### src/rtl/hv_efuse_loader.sv
// hv_efuse_loader: efuse load engine in front of the HV control FSM.
// On a (rearmed) load request it reads EFUSE_WORD_NUM words from the efuse
// macro with fixed setup/strobe timing. Each word is copied into the register
// bank. The engine then reports load-done and efuse-valid.
// Optional build macro EFUSE_CRC_CHK_EN: the last word is treated as the XOR
// checksum of the others. Valid then also requires that checksum to match.
module hv_efuse_loader #(
    parameter int EFUSE_WORD_NUM = 8,
    parameter int EFUSE_DATA_W   = 8,
    parameter int EFUSE_ADDR_W   = 3,
    parameter int SETUP_CYC      = 2,
    parameter int RD_PULSE_CYC   = 4
) (
    input  logic                    i_clk,
    input  logic                    i_rst,
    input  logic                    i_efuse_load_req,
    output logic                    o_efuse_load_done,
    output logic                    o_efuse_vld,
    output logic                    o_efuse_crc_err,
    output logic                    o_efuse_busy,
    output logic                    o_efuse_rd_en,
    output logic [EFUSE_ADDR_W-1:0] o_efuse_addr,
    input  logic [EFUSE_DATA_W-1:0] i_efuse_rdata,
    output logic                    o_efuse_reg_wr_en,
    output logic [EFUSE_ADDR_W-1:0] o_efuse_reg_waddr,
    output logic [EFUSE_DATA_W-1:0] o_efuse_reg_wdata
);

    localparam int MAX_CYC = (SETUP_CYC > RD_PULSE_CYC) ? SETUP_CYC : RD_PULSE_CYC;
    localparam int CNT_W   = $clog2(MAX_CYC + 1);

    localparam logic [CNT_W-1:0]        SETUP_LAST  = CNT_W'(SETUP_CYC - 1);
    localparam logic [CNT_W-1:0]        STROBE_LAST = CNT_W'(RD_PULSE_CYC - 1);
    localparam logic [EFUSE_ADDR_W-1:0] LAST_IDX    = EFUSE_ADDR_W'(EFUSE_WORD_NUM - 1);

    typedef enum logic [2:0] {
        S_IDLE,
        S_SETUP,
        S_STROBE,
        S_CAPTURE,
        S_WRITE,
        S_CHECK,
        S_DONE
    } state_t;

    state_t                  state_q, state_d;
    logic [CNT_W-1:0]        cnt_q, cnt_d;
    logic [EFUSE_ADDR_W-1:0] idx_q, idx_d;
    logic                    rearm_q, rearm_d;
    logic                    marker_q, marker_d;
    logic [EFUSE_DATA_W-1:0] data_q;
    logic                    cap;
    logic                    vld_d;
    logic                    result_vld;

    // State, timing counter, word index, rearm and programmed-marker registers
    always_ff @(posedge i_clk or posedge i_rst) begin
        if (i_rst) begin
            state_q  <= S_IDLE;
            cnt_q    <= '0;
            idx_q    <= '0;
            rearm_q  <= 1'b1;
            marker_q <= 1'b0;
        end else begin
            state_q  <= state_d;
            cnt_q    <= cnt_d;
            idx_q    <= idx_d;
            rearm_q  <= rearm_d;
            marker_q <= marker_d;
        end
    end

    // Next-state logic; outputs are registered from these next values, so
    // every output changes on the same edge that enters the matching state
    always_comb begin
        state_d  = state_q;
        cnt_d    = cnt_q;
        idx_d    = idx_q;
        rearm_d  = rearm_q;
        marker_d = marker_q;
        vld_d    = o_efuse_vld;
        cap      = 1'b0;
        case (state_q)
            S_IDLE: begin
                if (!i_efuse_load_req) begin
                    rearm_d = 1'b1;
                end else if (rearm_q) begin
                    state_d  = S_SETUP;
                    idx_d    = '0;
                    cnt_d    = '0;
                    vld_d    = 1'b0;
                    marker_d = 1'b0;
                end
            end
            S_SETUP: begin
                if (cnt_q == SETUP_LAST) begin
                    state_d = S_STROBE;
                    cnt_d   = '0;
                end else begin
                    cnt_d = cnt_q + CNT_W'(1);
                end
            end
            S_STROBE: begin
                if (cnt_q == STROBE_LAST) begin
                    // read data is sampled while the strobe is still high
                    state_d = S_CAPTURE;
                    cnt_d   = '0;
                    cap     = 1'b1;
                end else begin
                    cnt_d = cnt_q + CNT_W'(1);
                end
            end
            S_CAPTURE: begin
                state_d = S_WRITE;
            end
            S_WRITE: begin
                if (idx_q == '0) marker_d = data_q[EFUSE_DATA_W-1];
                if (idx_q == LAST_IDX) begin
                    state_d = S_CHECK;
                end else begin
                    idx_d   = idx_q + EFUSE_ADDR_W'(1);
                    state_d = S_SETUP;
                end
            end
            S_CHECK: begin
                state_d = S_DONE;
                vld_d   = result_vld;
            end
            S_DONE: begin
                // a held request must drop before another load is accepted
                rearm_d = 1'b0;
                state_d = S_IDLE;
            end
            default: state_d = S_IDLE;
        endcase
    end

    // Captured efuse word
    always_ff @(posedge i_clk or posedge i_rst) begin
        if (i_rst)    data_q <= '0;
        else if (cap) data_q <= i_efuse_rdata;
    end

    // Registered outputs, decoded from the next state
    always_ff @(posedge i_clk or posedge i_rst) begin
        if (i_rst) begin
            o_efuse_rd_en     <= 1'b0;
            o_efuse_reg_wr_en <= 1'b0;
            o_efuse_busy      <= 1'b0;
            o_efuse_load_done <= 1'b0;
            o_efuse_vld       <= 1'b0;
            o_efuse_addr      <= '0;
            o_efuse_reg_waddr <= '0;
            o_efuse_reg_wdata <= '0;
        end else begin
            o_efuse_rd_en     <= (state_d == S_STROBE);
            o_efuse_reg_wr_en <= (state_d == S_WRITE);
            o_efuse_busy      <= (state_d != S_IDLE);
            o_efuse_load_done <= (state_d == S_DONE);
            o_efuse_vld       <= vld_d;
            o_efuse_addr      <= idx_d;
            if (state_d == S_WRITE) begin
                o_efuse_reg_waddr <= idx_d;
                o_efuse_reg_wdata <= data_q;
            end
        end
    end

`ifdef EFUSE_CRC_CHK_EN
    logic [EFUSE_DATA_W-1:0] acc_q;
    logic                    load_start;

    assign load_start = (state_q == S_IDLE) && i_efuse_load_req && rearm_q;
    // during CHECK data_q still holds the last word, i.e. the stored checksum
    assign result_vld = marker_q & (acc_q == data_q);

    // XOR accumulator over every word except the checksum word
    always_ff @(posedge i_clk or posedge i_rst) begin
        if (i_rst)
            acc_q <= '0;
        else if (load_start)
            acc_q <= '0;
        else if ((state_q == S_WRITE) && (idx_q != LAST_IDX))
            acc_q <= acc_q ^ data_q;
    end

    // Checksum error flag, cleared at load start, updated together with vld
    always_ff @(posedge i_clk or posedge i_rst) begin
        if (i_rst)
            o_efuse_crc_err <= 1'b0;
        else if (load_start)
            o_efuse_crc_err <= 1'b0;
        else if (state_q == S_CHECK)
            o_efuse_crc_err <= marker_q & (acc_q != data_q);
    end
`else
    assign result_vld      = marker_q;
    assign o_efuse_crc_err = 1'b0;
`endif

endmodule

### config.mk
export PLATFORM = sky130hd
export DESIGN_NAME = hv_efuse_loader
export DESIGN_NICKNAME = d
export VERILOG_FILES = /design/src/rtl/hv_efuse_loader.sv
export SDC_FILE = /design/constraint.sdc
export NUM_CORES = 1
export LEC_CHECK = 0
export BUFFER_PORTS_ARGS = -buffer_cell sky130_fd_sc_hd__buf_2
export CORE_UTILIZATION = 45
export DETAILED_ROUTE_END_ITERATION = 8
export GPL_TIMING_DRIVEN = 0
export MAX_ROUTING_LAYER = met4
export PLACE_DENSITY = 0.76
export SLEW_MARGIN = 15
export SYNTH_ARGS = -nofsm -noshare
export SYNTH_HDL_FRONTEND = slang
export SYNTH_SLANG_ARGS = --single-unit
### constraint.sdc
create_clock -name i_clk -period 2.15 [get_ports i_clk]
set_input_delay 0.1075 -clock i_clk [delete_from_list [all_inputs] [get_ports i_clk]]
set_output_delay 0.1075 -clock i_clk [all_outputs]
set_load 0.01 [all_outputs]
* Word level (Yosys, flattened, before mapping)
Cells that the tools add are included.
** Word-level totals
- Bits in registers :: 35
- Bits of input ports :: 11
- Output and inout port bits :: 20
- Word-level logic and storage cells :: 66
** Cells by class
- Add/subtract/negate cells :: 2
- Equal/unequal tests :: 16
- Mux-type cells :: 24
- Reduce and logical (&&, ||, !) cells :: 11
** Operators with widths (number)
- 3-bit 2-to-1 mux :: 12
- 3-bit equality test (second input constant) :: 6
- 3-bit case mux with 6 select lines :: 1
- 3-bit by 2-bit equality test with 1-bit output (second input constant) :: 4
- 3-bit case mux with 3 select lines :: 1
- 2-bit inequality test (second input constant) :: 4
- 3-bit by 1-bit adder with 3-bit output (second input constant) :: 2
- 3-bit by 1-bit equality test with 1-bit output (second input constant) :: 2
- 3-bit zero test :: 2
- 1-bit 2-to-1 mux :: 6
- 1-bit case mux with 2 select lines :: 3
- 3-bit case mux with 2 select lines :: 1
- 3-bit AND reduction :: 2
- 2-bit nonzero test :: 3
- 3-bit nonzero test :: 2
- 4-bit AND reduction :: 1
- 2-bit AND reduction :: 1

* Logic depth before layout (Yosys ltp)
- Depth after elaboration :: 4
- Depth in mapped cells :: 8
- Mapped depth without buffers :: 6

* Worst setup path after synthesis
No wires, ideal clock.
- Kind :: register to register
- From :: reg cnt_q[0]
- To :: reg o_efuse_reg_waddr[0]
- Library setup time :: 0.125 ns
- Data arrival time :: 2.065 ns
- Data required time :: 2.025 ns
- Setup slack :: -0.040 ns
- Cell stages (with the launch flop) :: 9
- Buffers on the path :: 2
- Period minus slack after synthesis :: 2.190 ns
- Path through :: dfrtp_1 > ha_1 > ha_1 > nor4bb_4 > buf_6 > a211o_1 > and4bb_4 > buf_12 > mux2_4
** Between the ends
- Cells in the longest elaborated chain, start to end :: 4
- Elaborated cells on any way between the ends :: 6
- Classes of those cells :: 3 x eq/ne; 3 x mux
** RTL lines
- from (decl) :: RTL line 47 : logic [CNT_W-1:0] cnt_q, cnt_d;
- from (signal assigned) :: RTL line 66 : cnt_q <= cnt_d;
- 3-bit by 2-bit equality test with 1-bit output / 3-bit by 1-bit equality test with 1-bit output (equally long branches) :: RTL line 104, 96
- 3-bit 2-to-1 mux, on equally long branches :: RTL line 104, 96
- 3-bit case mux with 6 select lines * :: RTL line 83 : case (state_q)
- 3-bit equality test * :: RTL line 162 : if (state_d == S_WRITE) begin
- to (signal assigned) :: RTL line 163 : o_efuse_reg_waddr <= idx_d;
- to (decl) :: RTL line 25 : output logic [EFUSE_ADDR_W-1:0] o_efuse_reg_waddr,
Every way passes the cells marked *; elsewhere a longest branch is shown, timed or not.
A chain may end at the register's enable or synchronous reset.

* Final worst setup path
- From :: reg cnt_q[1]
- To :: reg o_efuse_reg_wdata[1]
** Between the ends
- Cells in the longest elaborated chain, start to end :: 4
- Elaborated cells on any way between the ends :: 6
- Classes of those cells :: 3 x eq/ne; 3 x mux
** RTL lines
- 3-bit by 2-bit equality test with 1-bit output / 3-bit by 1-bit equality test with 1-bit output (equally long branches) :: RTL line 104, 96
- 3-bit 2-to-1 mux, on equally long branches :: RTL line 104, 96
- 3-bit case mux with 6 select lines * :: RTL line 83
- 3-bit equality test * :: RTL line 162
- to (signal assigned) :: RTL line 164 : o_efuse_reg_wdata <= data_q;
- to (decl) :: RTL line 26 : output logic [EFUSE_DATA_W-1:0] o_efuse_reg_wdata
Marks and branches as above.

==> flow_summary.yaml <==
status:
  outcome: "finished clean"
clock_network:
  cts.sinks: 35
  clockRootBuffer: "clkbuf_4"
  tritoncts: "yes"
  cts_buffers: 5
  htree_levels: 2
  clkLatencyLatePin_ps: 350
  clk_pin_slew_ps: 120
  clock_path_buffers: 2
setup_path:
  end_kind: "register"
  cp.arrival_ps: 2350
  cp_max_fo: 5
  rrSetupSlack_ps: 50
  worst_r2r_endpoint: "o_efuse_reg_wdata[1]"
  cp_data_required_time_ps: 2400
  r2r_cells: 8
  crit_top_cell: "buf_12"
  r2r_start: "cnt_q[1]"
  max_stage_delay_ps: 400
  critPathKind: "register to register"
  cp_slowest_cell: "dfrtp_1"
  cp-start-kind: "register"
  path_cells: "ha_2, ha_4, nor4bb_4, a211o_1, and4bb_4, buf_12, buf_12, mux2_4"
power_and_ir_drop:
  total_power_uw: 3040
  peakVddDrop_mv: 0.772
  leakagePower_uw: 0.00101
  power_per_cell_area_nw_per_um2: 1440
final_layout:
  n_fill_cell: 279
  area_delta_synth_final_pct: 29.5
  num_antenna_cells: 0
  nNetsFinal: 189
  drive_above_1_share_pct: 45.7
  multi_input_area_um2: 666
  regArea_um2: 877
sta:
  fmax_ghz: 0.477
  slew_headroom_pct: 51.9
  drv_slew: 0
  hold_violations: 0
  setup_viol: 0
  skew_ps: 11.3
  tightest_slew_ps: 721
  hold_slack_ps: 1.29
  period_share_pct: 97.5
  rsz0062_at_grt: "false"
  period_minus_slack_ps: 2100
die:
  die_area_um2: 3880
  die_h_um: 62.3
  core_area_um2: 3420
  num_io_pins: 31
  std_cell_rows: 21
  start_util_pct: 47.8
  die_w_um: 62.3
synth:
  ys_async_sr_fraction_pct: 100
  ys_warn_count: 0
  ys.flop_type: "dfrtp_1"
  ys_ff_latch: 35
  synth.most_common_cell: "dfrtp_1"
  synth.area.top_cells: "dfrtp_1 52%, mux2_4 8.3%, mux2_2 7.6%, ha_1 4.6%, o21ai_0 2.5%"
  ys_types: 36
  synth_edf_count: 0
  yosysSeqAreaShare_pct: 53.7
  synth_nets: 140
  synth_xor_area_share_pct: 0.536
  yosysTopAreaCellShare_pct: 52.1
  synth-simple-area-share_pct: 9.95
  synthCells: 123
  synth_top_family_by_area: "multiplexers"
  synth_compound_area_share_pct: 8.65
  yosysTopAreaCell: "dfrtp_1"
  yosys.area_share.adder_pct: 4.59
  syn_area_per_cell_um2: 13.3
  synthTopCellsByCount: "34 x dfrtp_1, 11 x mux2_2, 10 x inv_1"
  synth.area.mux_share_pct: 15.8
  syn_area_um2: 1630
global_route:
  grt_max_degree: 36
  grt_pass1_wl_mm: 5.53
  gr-total-overflow: 0
  grt_pass1_vias: 1161
  grt_antenna_before_repair: 0
  track_usage_pct: 19.8
drt:
  wirelength_mm: 3.39
  routedWlPerCell_um: 15.5
  dr_total_vias: 1131
  vias_per_cell: 5.16
  drc_errors: 0
  dr.first_iter.drc_count: 40
  ant_nets: 0
  drtPass1Iterations: 7
min_path:
  worstHoldStart: "i_efuse_rdata[0]"
  hold_class: "input port to register"
  hold_depth: 2
  hold-path-endpoint: "data_q[0]"
run:
  cap_violations: 0
placement:
  dp_hpwl_mm: 2.13
  place_congestion: 0.794
  io_buffers: 29
==> stage by stage <==
stage	setup TNS, ps	worst slack, ps	std cells	utilization [%]	instance area [um2]
after floorplan	0	17.8	123	-	1650
after global placement	-483	-55.5	198	54.2	1850
after detailed placement	-692	-80.2	198	54.2	1850
after global routing	0	1.15	219	61.9	2120
final	0	53.4	219	61.9	2120
after CTS	0	63.5	219	61.9	2120
==> layout make-up <==
class	count	area share, %
well taps	46	2.72
multi-input cells	72	31.5
plain buffers	5	2.72
flip-flops and latches	35	41.5
inverters	10	1.77
clock buffers	5	1.77
clock inverters	3	3.19
repair buffers	43	14.9
==> layout by cell type, fill, tap and decap left out, types with 2 or more instances in the layout <==
cell type,Yosys,routed
clkbuf_4,0,5
nand3_1,2,2
mux2_4,9,9
dfrtp_1,34,34
mux2_2,11,11
bufinv_16,0,2
a21oi_1,3,3
nor3_1,2,2
nand2_1,5,5
nor2_1,3,3
inv_1,10,9
dlygate4sd3_1,0,8
buf_6,3,2
buf_4,2,5
a211o_1,2,2
buf_2,0,29
ha_1,6,4
buf_12,1,3
a32oi_1,2,2
o21ai_0,8,8
==> state kept, by name, indices dropped and copies added (netlist names), 3 cells and up <==
name,flops
data_q,8
o_efuse_reg_wdata,8
cnt_q,3
o_efuse_addr,3
o_efuse_reg_waddr,3
state_q,3
==> power breakdown <==
| part | switching, uW | internal [uW] | leakage [uW] |
|---|---|---|---|
| sequential | 155 | 940 | 0.000434 |
| combinational | 613 | 733 | 0.000526 |
| clock | 239 | 361 | 0.0000514 |
| total | 1010 | 2040 | 0.00101 |
==> what timing repair did <==
item                                   in CTS  in global routing
setup endpoints to repair                   9                  0
resized for setup                           1                  0
endpoints found under the hold margin      41                  0
buffers inserted                            5                  0
hold buffers                                8                  0
==> cell families after synthesis <==
family,count (synthesis)
xor+xnor,1
fa+ha+maj,6
simple gates,23
buf+inv,16
mux,20
compound gates,21
other cells,1
flops,35
==> worst max-delay path by stage <==
stage                    start                    to  slack, ps  cells after the start
floorplan             cnt_q[1]  o_efuse_reg_waddr[0]         20                      8
global placement      cnt_q[1]  o_efuse_reg_waddr[1]        -60                      8
detailed placement    cnt_q[1]  o_efuse_reg_wdata[1]        -80                      8
CTS                   cnt_q[0]  o_efuse_reg_wdata[0]         60                      8
global route        state_q[2]  o_efuse_reg_wdata[3]          1                      7
finish                cnt_q[1]  o_efuse_reg_wdata[1]         50                      8
==> worst max-delay path: cells and delay by family (launching register included) <==
| kind | cells | cell delay (ps) |
|---|---|---|
| buf+inv | 2 | 230 |
| mux | 1 | 290 |
| fa+ha+maj | 2 | 360 |
| compound gates | 1 | 220 |
| flops | 1 | 400 |
| simple gates | 2 | 500 |
==> layer usage <==
metal | track usage (%) | share of wire, % | vias up
met5 | - | 0 | -
met4 | 8.72 | 2.1 | 0
met3 | 5.88 | 4.2 | 8
met2 | 33.5 | 53 | 30
met1 | 21.6 | 40 | 570
li1 | - | - | 523
Power figures use the tool's default switching activity.
